<file path="config.mk">
export PLATFORM = sky130hd
export DESIGN_NAME = ikascc_period_sequencer
export DESIGN_NICKNAME = d
export VERILOG_FILES = /design/src/rtl/ikascc_seq_pkg.sv /design/src/rtl/ikascc_seq_slot_ctr.sv /design/src/rtl/ikascc_period_sequencer.sv
export SDC_FILE = /design/constraint.sdc
export NUM_CORES = 1
export LEC_CHECK = 0
export BUFFER_PORTS_ARGS = -buffer_cell sky130_fd_sc_hd__buf_2
export CELL_PAD_IN_SITES_DETAIL_PLACEMENT = 1
export CELL_PAD_IN_SITES_GLOBAL_PLACEMENT = 2
export CORE_MARGIN = 5
export CORE_UTILIZATION = 35
export DETAILED_ROUTE_END_ITERATION = 10
export MAX_ROUTING_LAYER = met4
export PLACE_DENSITY_LB_ADDON = 0.1
export SLEW_MARGIN = 20
export SYNTH_ARGS = -nofsm -noshare
export SYNTH_HDL_FRONTEND = slang
export SYNTH_HIERARCHICAL = 1
export SYNTH_SLANG_ARGS = --single-unit
</file>
<file path="constraint.sdc">
create_clock -name i_EMUCLK -period 4.06 [get_ports i_EMUCLK]
set_input_delay 0.406 -clock i_EMUCLK [delete_from_list [all_inputs] [get_ports i_EMUCLK]]
set_output_delay 0.406 -clock i_EMUCLK [all_outputs]
set_load 0.05 [all_outputs]
</file>
<file path="src/rtl/ikascc_seq_pkg.sv">
// Shared types and constants for the SCC period sequencer.
// Latency: n/a (declarations only).
// Backpressure: n/a.
//
// Contents: default channel count / period width / waveform address width,
// slot/period/address typedefs and the SCC test-register period masks.
package ikascc_seq_pkg;

  localparam int SCC_CH = 5;
  localparam int SCC_PW = 12;
  localparam int SCC_AW = 5;

  // Slot index is 3 bits wide so up to 8 channels can share the datapath.
  typedef logic [2:0]        slot_t;
  typedef logic [SCC_PW-1:0] period_t;
  typedef logic [SCC_AW-1:0] waddr_t;

  // Test-register masks: the SCC test bits shorten the effective period by
  // ignoring the upper counter/period bits.
  localparam period_t MASK4 = 12'h00F;
  localparam period_t MASK8 = 12'h0FF;

endpackage

</file>
<file path="src/rtl/ikascc_seq_slot_ctr.sv">
// Round-robin modulo-CH slot counter selecting which channel the shared
// decrement datapath services. Latency: slot advances one step per enabled
// clock. Backpressure: none; i_EN low simply freezes the slot.
//
// Ports:
//   i_EMUCLK  clock
//   i_RST     asynchronous reset, active-high (slot -> 0)
//   i_EN      advance enable (one step per enabled clock)
//   o_SLOT    current slot index, wraps CH-1 -> 0
module ikascc_seq_slot_ctr
  import ikascc_seq_pkg::*;
#(
  parameter int CH = SCC_CH
)
(
  input  logic  i_EMUCLK,
  input  logic  i_RST,
  input  logic  i_EN,
  output slot_t o_SLOT
);

  localparam slot_t LAST_SLOT = slot_t'(CH - 1);

  slot_t slot_q;

  always_ff @(posedge i_EMUCLK or posedge i_RST) begin
    if (i_RST) begin
      slot_q <= '0;
    end else if (i_EN) begin
      if (slot_q == LAST_SLOT) slot_q <= '0;
      else                     slot_q <= slot_q + 3'd1;
    end
  end

  assign o_SLOT = slot_q;

endmodule

</file>
<file path="src/rtl/ikascc_period_sequencer.sv">
// Time-multiplexed SCC period counter scheduler: one decrement datapath swept
// round-robin over CH channels, producing waveform-address advance ticks.
// Latency: o_TICK / o_WADDR update on the enabled clock that services the
// channel. Backpressure: none; i_MCLK_PCEN_n high freezes all state.
//
// Optional build macro: IKASCC_PERIOD_SEQ_TEST_EN adds i_TEST period masks.
//
// Ports:
//   i_EMUCLK       clock (only clock)
//   i_RST          asynchronous reset, active-high
//   i_MCLK_PCEN_n  master clock-enable, active-low
//   i_PRD_WR       period write strobe
//   i_PRD_CH       write target channel (values >= CH ignored)
//   i_PRD_D        period value
//   i_RST_ON_WR    write also reloads counter and clears address
//   i_CH_EN        per-channel run enable
//   i_TEST         (macro only) [1]: 4-bit period, else [0]: 8-bit period
//   o_SLOT         channel serviced this enabled cycle
//   o_TICK         one-enabled-interval advance pulse per channel
//   o_WADDR        flattened addresses, channel c at [c*AW +: AW]
module ikascc_period_sequencer
  import ikascc_seq_pkg::*;
#(
  parameter int CH = SCC_CH,   // 2..8
  parameter int PW = SCC_PW,
  parameter int AW = SCC_AW
)
(
  input  logic             i_EMUCLK,
  input  logic             i_RST,
  input  logic             i_MCLK_PCEN_n,
  input  logic             i_PRD_WR,
  input  logic [2:0]       i_PRD_CH,
  input  logic [PW-1:0]    i_PRD_D,
  input  logic             i_RST_ON_WR,
  input  logic [CH-1:0]    i_CH_EN,
`ifdef IKASCC_PERIOD_SEQ_TEST_EN
  input  logic [1:0]       i_TEST,
`endif
  output logic [2:0]       o_SLOT,
  output logic [CH-1:0]    o_TICK,
  output logic [CH*AW-1:0] o_WADDR
);

  logic          en;
  slot_t         slot;
  logic [PW-1:0] prd_mask;
  logic [CH-1:0] tick_nxt;

  assign en = ~i_MCLK_PCEN_n;

  ikascc_seq_slot_ctr #(
    .CH (CH)
  ) u_slot_ctr (
    .i_EMUCLK (i_EMUCLK),
    .i_RST    (i_RST),
    .i_EN     (en),
    .o_SLOT   (slot)
  );

  assign o_SLOT = slot;

  // Period mask applied to both the reload value and the zero-compare /
  // decrement, never to the stored period register.
`ifdef IKASCC_PERIOD_SEQ_TEST_EN
  always_comb begin
    prd_mask = '1;
    if (i_TEST[1])      prd_mask = PW'(MASK4);
    else if (i_TEST[0]) prd_mask = PW'(MASK8);
  end
`else
  assign prd_mask = '1;
`endif

  for (genvar c = 0; c < CH; c++) begin : g_ch
    logic [PW-1:0] prd_q;
    logic [PW-1:0] cnt_q;
    logic [AW-1:0] addr_q;
    logic [PW-1:0] eff_cnt;
    logic [PW-1:0] eff_prd;
    logic          svc;
    logic          wr;
    logic          wr_rst;
    logic          hit;

    assign eff_cnt = cnt_q & prd_mask;
    assign eff_prd = prd_q & prd_mask;

    // Channel indices >= CH never match any generated channel, so such
    // writes fall through with no effect.
    assign svc    = en & (slot == slot_t'(c)) & i_CH_EN[c];
    assign wr     = en & i_PRD_WR & (i_PRD_CH == 3'(c));
    assign wr_rst = wr & i_RST_ON_WR;
    assign hit    = svc & (eff_cnt == '0);

    // A resetting write overrides the service in the same cycle, so the
    // reload (and its tick) is dropped.
    assign tick_nxt[c] = hit & ~wr_rst;

    always_ff @(posedge i_EMUCLK or posedge i_RST) begin
      if (i_RST) begin
        prd_q  <= '0;
        cnt_q  <= '1;
        addr_q <= '0;
      end else if (en) begin
        if (wr) prd_q <= i_PRD_D;

        if (wr_rst) begin
          cnt_q  <= i_PRD_D;
          addr_q <= '0;
        end else if (svc) begin
          if (hit) begin
            // prd_q here is the pre-write value: a non-resetting write in
            // this same cycle only takes effect at the following reload.
            cnt_q  <= eff_prd;
            addr_q <= addr_q + AW'(1);
          end else begin
            cnt_q  <= eff_cnt - PW'(1);
          end
        end
      end
    end

    assign o_WADDR[c*AW +: AW] = addr_q;
  end

  // Registered tick: at most one channel is serviced per enabled cycle, so
  // loading the whole vector keeps it one-hot and clears stale bits.
  always_ff @(posedge i_EMUCLK or posedge i_RST) begin
    if (i_RST)   o_TICK <= '0;
    else if (en) o_TICK <= tick_nxt;
  end

endmodule

</file>
Word-level counts from Yosys, hierarchy flattened
Cells that the tools add are included.
{ "op_classes": {"eq_ne": 8, "mux": 31, "n_reduce_logical": 32, "n_bitwise": 37, "n_addsub": 11} }
{ "op_table": {"columns": ["operator", "n"], "rows": [
  ["2-to-1 mux 12 bit", 15],
  ["2-to-1 mux 5 bit", 15],
  ["logical NOT 12 bit", 5],
  ["subtractor 12 x 1 -> 12 bit, second input constant", 5],
  ["bitwise AND 1 bit", 31],
  ["adder 5 x 1 -> 5 bit, second input constant", 5],
  ["AND reduction 2 bit", 10],
  ["nonzero test 2 bit", 10],
  ["AND reduction 3 bit", 5],
  ["== test 3 x 2 -> 1 bit, second input constant", 4],
  ["== test 3 x 1 -> 1 bit, second input constant", 2],
  ["== test 3 bit, second input constant", 2],
  ["logical NOT 3 bit", 2],
  ["NOT 1 bit", 6],
  ["adder 3 x 1 -> 3 bit, second input constant", 1],
  ["2-to-1 mux 3 bit", 1]
]} }
{ "word_totals": {"regBits": 153, "in_bits": 25, "wordCells": 136, "out_inout_bits": 33} }

Depth between registers and ports, before layout
Gate-level depths: netlist of run 1.
{ "logic_depth": {"depth_word": 7, "depth_mapped": 10, "ltp_nobuf": 8} }

By module
Netlist of run 1, hierarchy kept.
{ "by_module_without_submodules": {"columns": ["mod", "seq_area_each_um2", "area_each_um2", "cells_each", "n_inst"], "rows": [
  ["ikascc_period_sequencer", 3828.7, 8255.4, 886, 1],
  ["ikascc_seq_slot_ctr", 75.1, 163.9, 17, 1]
]} }

Worst setup path before layout of run 1
Ideal clock, no wire load.
{ "synth_path": {"kind": "register -> register", "start": "register u_slot_ctr.slot_q[1] (netlist: u_slot_ctr/o_SLOT[1])", "end": "register g_ch[2].cnt_q[2]", "t_arrival_ps": 2060, "period_less_slack_ps": 2144, "setup_ps": 83, "path_slack_ps": 1916, "path_stages_with_launch": 8, "path_buffers": 1, "required_ps": 3977, "cell_sequence": "dfrtp_1 > nor2b_1 > and3_1 > buf_2 > nand4_1 > o21ai_1 > o21ai_0 > a221o_1"} }
{ "synth_via": {"elab_chain_len": 7, "word_cells_on_any_way": 9, "cone_classes": "1 x eq/ne; 3 x mux; 3 x bitwise; 2 x reduce/logical"} }
{ "synth_lines": {"columns": ["element", "line_no", "text"], "rows": [
  ["start, declared", "ikascc_seq_slot_ctr.sv:24", "slot_t slot_q;"],
  ["start signal, assigned", "ikascc_seq_slot_ctr.sv:31", "else slot_q <= slot_q + 3'd1;"],
  ["== test 3 x 2 -> 1 bit *", "ikascc_period_sequencer.sv:91", "assign svc = en & (slot == slot_t'(c)) & i_CH_EN[c];"],
  ["bitwise AND 1 bit * (2 in a row)", "ikascc_period_sequencer.sv:91", null],
  ["bitwise AND 1 bit", "ikascc_period_sequencer.sv:94", "assign hit = svc & (eff_cnt == '0);"],
  ["2-to-1 mux 12 bit", "ikascc_period_sequencer.sv:112", "if (hit) begin"],
  ["2-to-1 mux 12 bit", "ikascc_period_sequencer.sv:111", "end else if (svc) begin"],
  ["2-to-1 mux 12 bit", "ikascc_period_sequencer.sv:108", "if (wr_rst) begin"],
  ["end signal, assigned", "ikascc_period_sequencer.sv:109", "cnt_q <= i_PRD_D;"],
  ["end signal, assigned", "ikascc_period_sequencer.sv:115", "cnt_q <= eff_prd;"],
  ["end signal, assigned", "ikascc_period_sequencer.sv:118", "cnt_q <= eff_cnt - PW'(1);"],
  ["end, declared", "ikascc_period_sequencer.sv:77", "logic [PW-1:0] cnt_q;"]
]} }
Every way passes the cells marked *; elsewhere a longest branch is shown, timed or not. The select of a mux whose other input is x is not followed.
A chain may end at the register's enable or synchronous reset.

Worst setup path after layout of run 1
{ "layout_path": {"start": "register g_ch[1].cnt_q[2]", "end": "register g_ch[1].cnt_q[11]"} }
{ "layout_via": {"elab_chain_len": 5, "word_cells_on_any_way": 6, "cone_classes": "1 x add/sub; 3 x mux; 1 x bitwise; 1 x reduce/logical"} }
{ "layout_lines": {"columns": ["element", "line_no"], "rows": [
  ["start, declared", "ikascc_period_sequencer.sv:77"],
  ["start signal, assigned", "ikascc_period_sequencer.sv:109"],
  ["start signal, assigned", "ikascc_period_sequencer.sv:115"],
  ["start signal, assigned", "ikascc_period_sequencer.sv:118"],
  ["parallel branches: the longest is 2 deep, another holds subtractor 12 x 1 -> 12 bit", null],
  ["2-to-1 mux 12 bit *", "ikascc_period_sequencer.sv:112"],
  ["2-to-1 mux 12 bit *", "ikascc_period_sequencer.sv:111"],
  ["2-to-1 mux 12 bit *", "ikascc_period_sequencer.sv:108"]
]} }
Every way passes the cells marked *. The select of a mux whose other input is x is not followed.

==> results.cfg, run 1 <==
[synth]
yosys_warnings = 6
synth_commonest_cells = nor2_1 (102), nand2_1 (98), dfrtp_1 (93)
syn_area_um2 = 8419
synth_nets = 945
synthMostInstantiatedCell = nor2_1
syn_avg_cell_area_um2 = 9.324
synth_ff_type = dfrtp_1
ys_seq_elements = 153
synth_edf_count = 0
synthTopCellsByArea = dfrtp_1 (28%), dfstp_2 (19%), mux2_2 (8.3%)
ys_seq_area_frac = 0.4637
synth_top_area_frac = 0.2764
synth_top_area_cell = dfrtp_1
async_flop_share = 1.000
synth_cell_type_count = 68
syn_inst = 903

[route]
first_pass_iters = 5
viasPerCell = 5.553
drc = 0
antenna_left = 0
vias = 7025
wirelength_um = 25790
drt_iter0_markers = 458
wl_per_cell_um = 20.39

[grt]
antenna_found_initial = 1
grt_max_degree = 151
grt_pass1_vias = 7426
grt-ovfl-total = 0
grt_pass1_wl_um = 41790
gr-usage-all-layers = 0.2022

[clocking]
numCtsBuffers = 17
clkSinkCount = 153
cts.clk_slew.worst_paths_ns = 0.07
cts_tree = yes
post_cts_resized = 0
holdBufCountCts = 1
cts_setup_buffers = 0
cts_buffer_depth = 2
clk_latency_ns = 0.43
cts-root-buf = clkbuf_16
htree_levels = 4

[power_and_ir_drop]
power.density_nw_per_um2 = 570.4
power.share.clock = 0.289
power.total_mw = 5.435
p_comb_frac = 0.248
vdd_drop_max_uv = 251.9
p_seq_frac = 0.463
switching_share = 0.3458
power.switching_mw = 1.879
internal_power_mw = 3.556
p_leak_nw = 3.990

[placement]
io_buffers = 57
hpwl_um = 17500
dp.cells = 1231
place.gp.congestion = 0.8302

[floorplanning]
core_um2 = 23610
initial_core_util = 0.3566
rows = 56
die_width_um = 165.1
die_h_um = 165.1
io-pin-count = 58
die_area_um2 = 27260

[timing]
slew_viol_final = 0
hold_viol_final = 0
maxSlewHeadroom = 0.2729
rsz0062_at_grt = false
worst_pin_slew_ns = 1.081
finalSetupTns_ns = 0
min_period_over_period = 0.6499
layout_min_cycle_time_ns = 2.638
clock_skew_ns = 0.01241
finalSetupViolations = 0
timing.fmax_ghz = 0.3790

[run]
cap_violations = 0

[cells_and_area]
n_fill_cell = 2740
finalNetCount = 974
final_util = 0.4036
register_area_um2 = 3904
multi_input_area_um2 = 4212
stdcell_count = 1265
syn2layout_area_growth_pct = 13.18
layout-drive-gt1-share = 0.2434

[worst_setup_path]
critPathRequiredTime_ns = 4.42
cp.arrival_ns = 3.00
crit_path_end_kind = flip-flop
worstPathMaxFanout = 20
crit_type = flip-flop to flip-flop
startpoint_type = flip-flop

[run_status]
outcome = completed

[hold_path]
hold_class = primary input to flip-flop
cells by family after synthesis:
group	share of synthesized area
mux	0.08530
fa+ha+maj	0.02526
compound gates	0.1598
flops	0.4637
xor+xnor	0.03017
buf+inv	0.03611
simple gates	0.1997
layer usage:
layer | global-route usage | vias to the layer above | wire length, um
li1 | - | 3304 | -
met1 | 0.2668 | 3603 | 12420
met2 | 0.3235 | 94 | 12270
met3 | 0.03971 | 24 | 705
met4 | 0.04764 | 0 | 394
met5 | - | - | 0
flip-flops by register name, summed over array words and instances (netlist names):
| name | cells |
|---|---|
| o_TICK | 5 |
| g_ch.eff_prd | 60 |
| u_slot_ctr/o_SLOT | 3 |
| g_ch.addr_q | 25 |
| g_ch.cnt_q | 60 |
layout make-up:
| type | instances | share of cell area |
|---|---|---|
| multi-input combinational | 675 | 0.4420 |
| sequential | 153 | 0.4097 |
| clock buffer | 19 | 0.04753 |
| tap | 319 | 0.04189 |
| timing repair buffer | 65 | 0.03782 |
| clock inverter | 13 | 0.01261 |
| inverter | 20 | 0.008272 |
| antenna | 1 | 0.0002626 |
power groups by stage:
stage	clock, mW	sequential, mW	combinational, mW
floorplan	0	2.47	0.985
global placement	0	2.51	1.30
detailed placement	0	2.53	1.35
CTS	1.62	2.51	1.36
global route	1.69	2.58	1.52
finish	1.57	2.52	1.35
cells in the final DEF (no fill, tap or decap), types with 11 or more instances in the layout:
master / instances
mux2_2: 62
a31oi_1: 14
a21oi_1: 75
xor2_1: 20
dfrtp_1: 93
buf_2: 57
nand3_1: 25
nor3_1: 27
nand2_1: 98
ha_1: 17
clkbuf_16: 17
nor2_1: 102
a211oi_1: 14
and3_1: 11
o21ai_0: 58
dfstp_2: 60
nand4_1: 16
inv_1: 19
critical path: stages (launching register included):
cell     delay [ns]
dfstp_2        0.40
nor4_2         0.51
and4_1         0.76
nand2_1        0.25
nand2_1        0.27
o21ai_0        0.15
a22o_1         0.24
metrics by stage:
stage                     instance area [um2]  setup WS (ns)  hold WS (ns)
final                                    9529          1.422        0.3494
after global routing                     9529          1.253        0.3435
after CTS                                9527          1.412        0.3387
after detailed placement                 8944          1.270        0.3062
after global placement                   8944          1.299        0.3000
after floorplan                          8423          1.814        0.1596
worst paths after layout:
check / start / end / slack [ns] / cells past startpoint
setup / recovery: g_ch[1].cnt_q[2] / g_ch[1].cnt_q[11] / 1.42 / 6
max in group asynchronous: i_RST / g_ch[3].eff_prd[4] / 2.59 / 4
hold reg to reg: o_TICK[2] / o_TICK[2] / 0.48 / 1
min in group asynchronous: i_RST / u_slot_ctr/o_SLOT[0] / 0.42 / 3
setup reg to reg: g_ch[1].cnt_q[2] / g_ch[1].cnt_q[11] / 1.42 / 6
hold / removal: i_PRD_D[9] / g_ch[0].cnt_q[9] / 0.35 / 3
Note: power is estimated with default switching activity, not from simulation.
==> run 2: changes to the inputs <==
- clock period: 4.06 -> 2.3 ns (I/O delays scaled with it)
==> results.cfg, run 2 (synthesis gave the netlist of run 1 again) <==
[grt]
gr-usage-all-layers = 0.2142
grt_pass1_wl_um = 44100
grt-ovfl-total = 0
grt_max_degree = 73
antenna_found_initial = 2
grt_pass1_vias = 7903

[placement]
place.gp.congestion = 0.8407
dp.cells = 1280
io_buffers = 57
post-place-ws_ns = 0.09243
hpwl_um = 19530
placement.cell_area_um2 = 9311

[power_and_ir_drop]
vdd_drop_max_uv = 476.1
power.share.clock = 0.277
switching_share = 0.3531
power.density_nw_per_um2 = 975.4
p_comb_frac = 0.264
p_leak_nw = 4.218
power.total_mw = 9.670
power.switching_mw = 3.414
internal_power_mw = 6.255
p_seq_frac = 0.459

[cells_and_area]
layout_common_cells = nor2_1 (102), nand2_1 (98), dfrtp_1 (93), a21oi_1 (75), mux2_2 (62)
final_common_cell = nor2_1
design_area_um2 = 9913
register_area_um2 = 3904
syn2layout_area_growth_pct = 17.74
multi_input_area_um2 = 4247
finalNetCount = 1023
n_fill_cell = 2755
stdcell_count = 1314
layout-drive-gt1-share = 0.2847
final_util = 0.4198

[timing]
hold_viol_final = 0
maxSlewHeadroom = 0.5825
min_period_over_period = 0.9675
slew_viol_final = 0
layout_min_cycle_time_ns = 2.225
clock_skew_ns = 0.01208
finalSetupViolations = 0
timing.fmax_ghz = 0.4494
finalSetupTns_ns = 0
hold_ws_ns = 0.1552
rsz0062_at_grt = false
worst_pin_slew_ns = 0.6248
setup_ws_ns = 0.07466

[route]
first_pass_iters = 4
wirelength_um = 27420
wl_per_cell_um = 20.86
antenna_left = 0
drc = 0
drt_iter0_markers = 321
viasPerCell = 5.556
vias = 7300

[clocking]
cts_tree = yes
cts.clk_slew.worst_paths_ns = 0.06
clkSinkCount = 153
htree_levels = 4
cts-root-buf = clkbuf_16
clk_latency_ns = 0.44
cts_buffer_depth = 2
numCtsBuffers = 17
cts_setup_buffers = 0

[floorplanning]
core_um2 = 23610
die_area_um2 = 27260
die_h_um = 165.1
rows = 56
io-pin-count = 58
initial_core_util = 0.3566
die_width_um = 165.1

[worst_setup_path]
worstPathMaxFanout = 11
crit_path_end_kind = flip-flop
startpoint_type = flip-flop
crit_type = flip-flop to flip-flop
critPathRequiredTime_ns = 2.65
crit_slowest_cell = dfstp_2
crit_path_cell_trace = inv_1, ha_1, nor2b_1, and4_1, buf_4, o41ai_1, nand2_1, a31oi_1
cp.arrival_ns = 2.58
critPathMaxStageDelay_ns = 0.55

[run]
cap_violations = 0

[hold_path]
hold_class = primary input to flip-flop

[run_status]
outcome = completed
==> run 2: cell type report <==
type / count / area share
Clock buffer: 18 / 0.04430
Timing Repair Buffer: 114 / 0.07346
Antenna cell: 1 / 0.0002524
Sequential cell: 153 / 0.3938
Multi-Input combinational cell: 675 / 0.4284
Inverter: 20 / 0.007952
Tap cell: 319 / 0.04026
Clock inverter: 14 / 0.01161
==> run 2: timing repair <==
action	CTS	global route
hold endpoints to repair	12	0
hold buffers	1	0
setup endpoints to repair	0	6
resized for setup	0	6
==> run 2: worst paths after layout <==
kind	start	endpoint	slack, ns	depth (start not counted)
worst min register to register	o_TICK[2]	o_TICK[2]	0.49	1
worst max register to register	g_ch[1].cnt_q[0]	g_ch[1].cnt_q[9]	0.07	8
max in group asynchronous	i_RST	g_ch[4].cnt_q[4]	1.11	4
worst min-delay path	i_PRD_D[0]	g_ch[3].cnt_q[0]	0.16	3
worst max-delay path	g_ch[1].cnt_q[0]	g_ch[1].cnt_q[9]	0.07	8
min in group asynchronous	i_RST	u_slot_ctr/o_SLOT[1]	0.24	3
==> run 2: critical path, delay by kind of cell (launching register included) <==
family / cells / cell delay, ns
adders and majority gates: 1 / 0.20
DFF: 1 / 0.55
buffers and inverters: 2 / 0.32
and+or+nand+nor: 3 / 0.55
AOI/OAI and AO/OA: 2 / 0.53
==> run 2: routing by layer <==
metal | part of all wire | GRT usage
met3 | 0.036 | 0.03723
met4 | 0.027 | 0.07070
met2 | 0.48 | 0.3474
met1 | 0.46 | 0.2732
met5 | 0 | -
==> run 2: power groups by stage <==
stage               clock [mW]  sequential [mW]  combinational [mW]
CTS                       2.75             4.42                2.56
floorplan                    0             4.36                1.74
global route              2.89             4.56                2.88
finish                    2.68             4.43                2.55
detailed placement           0             4.46                2.54
global placement             0             4.43                2.44
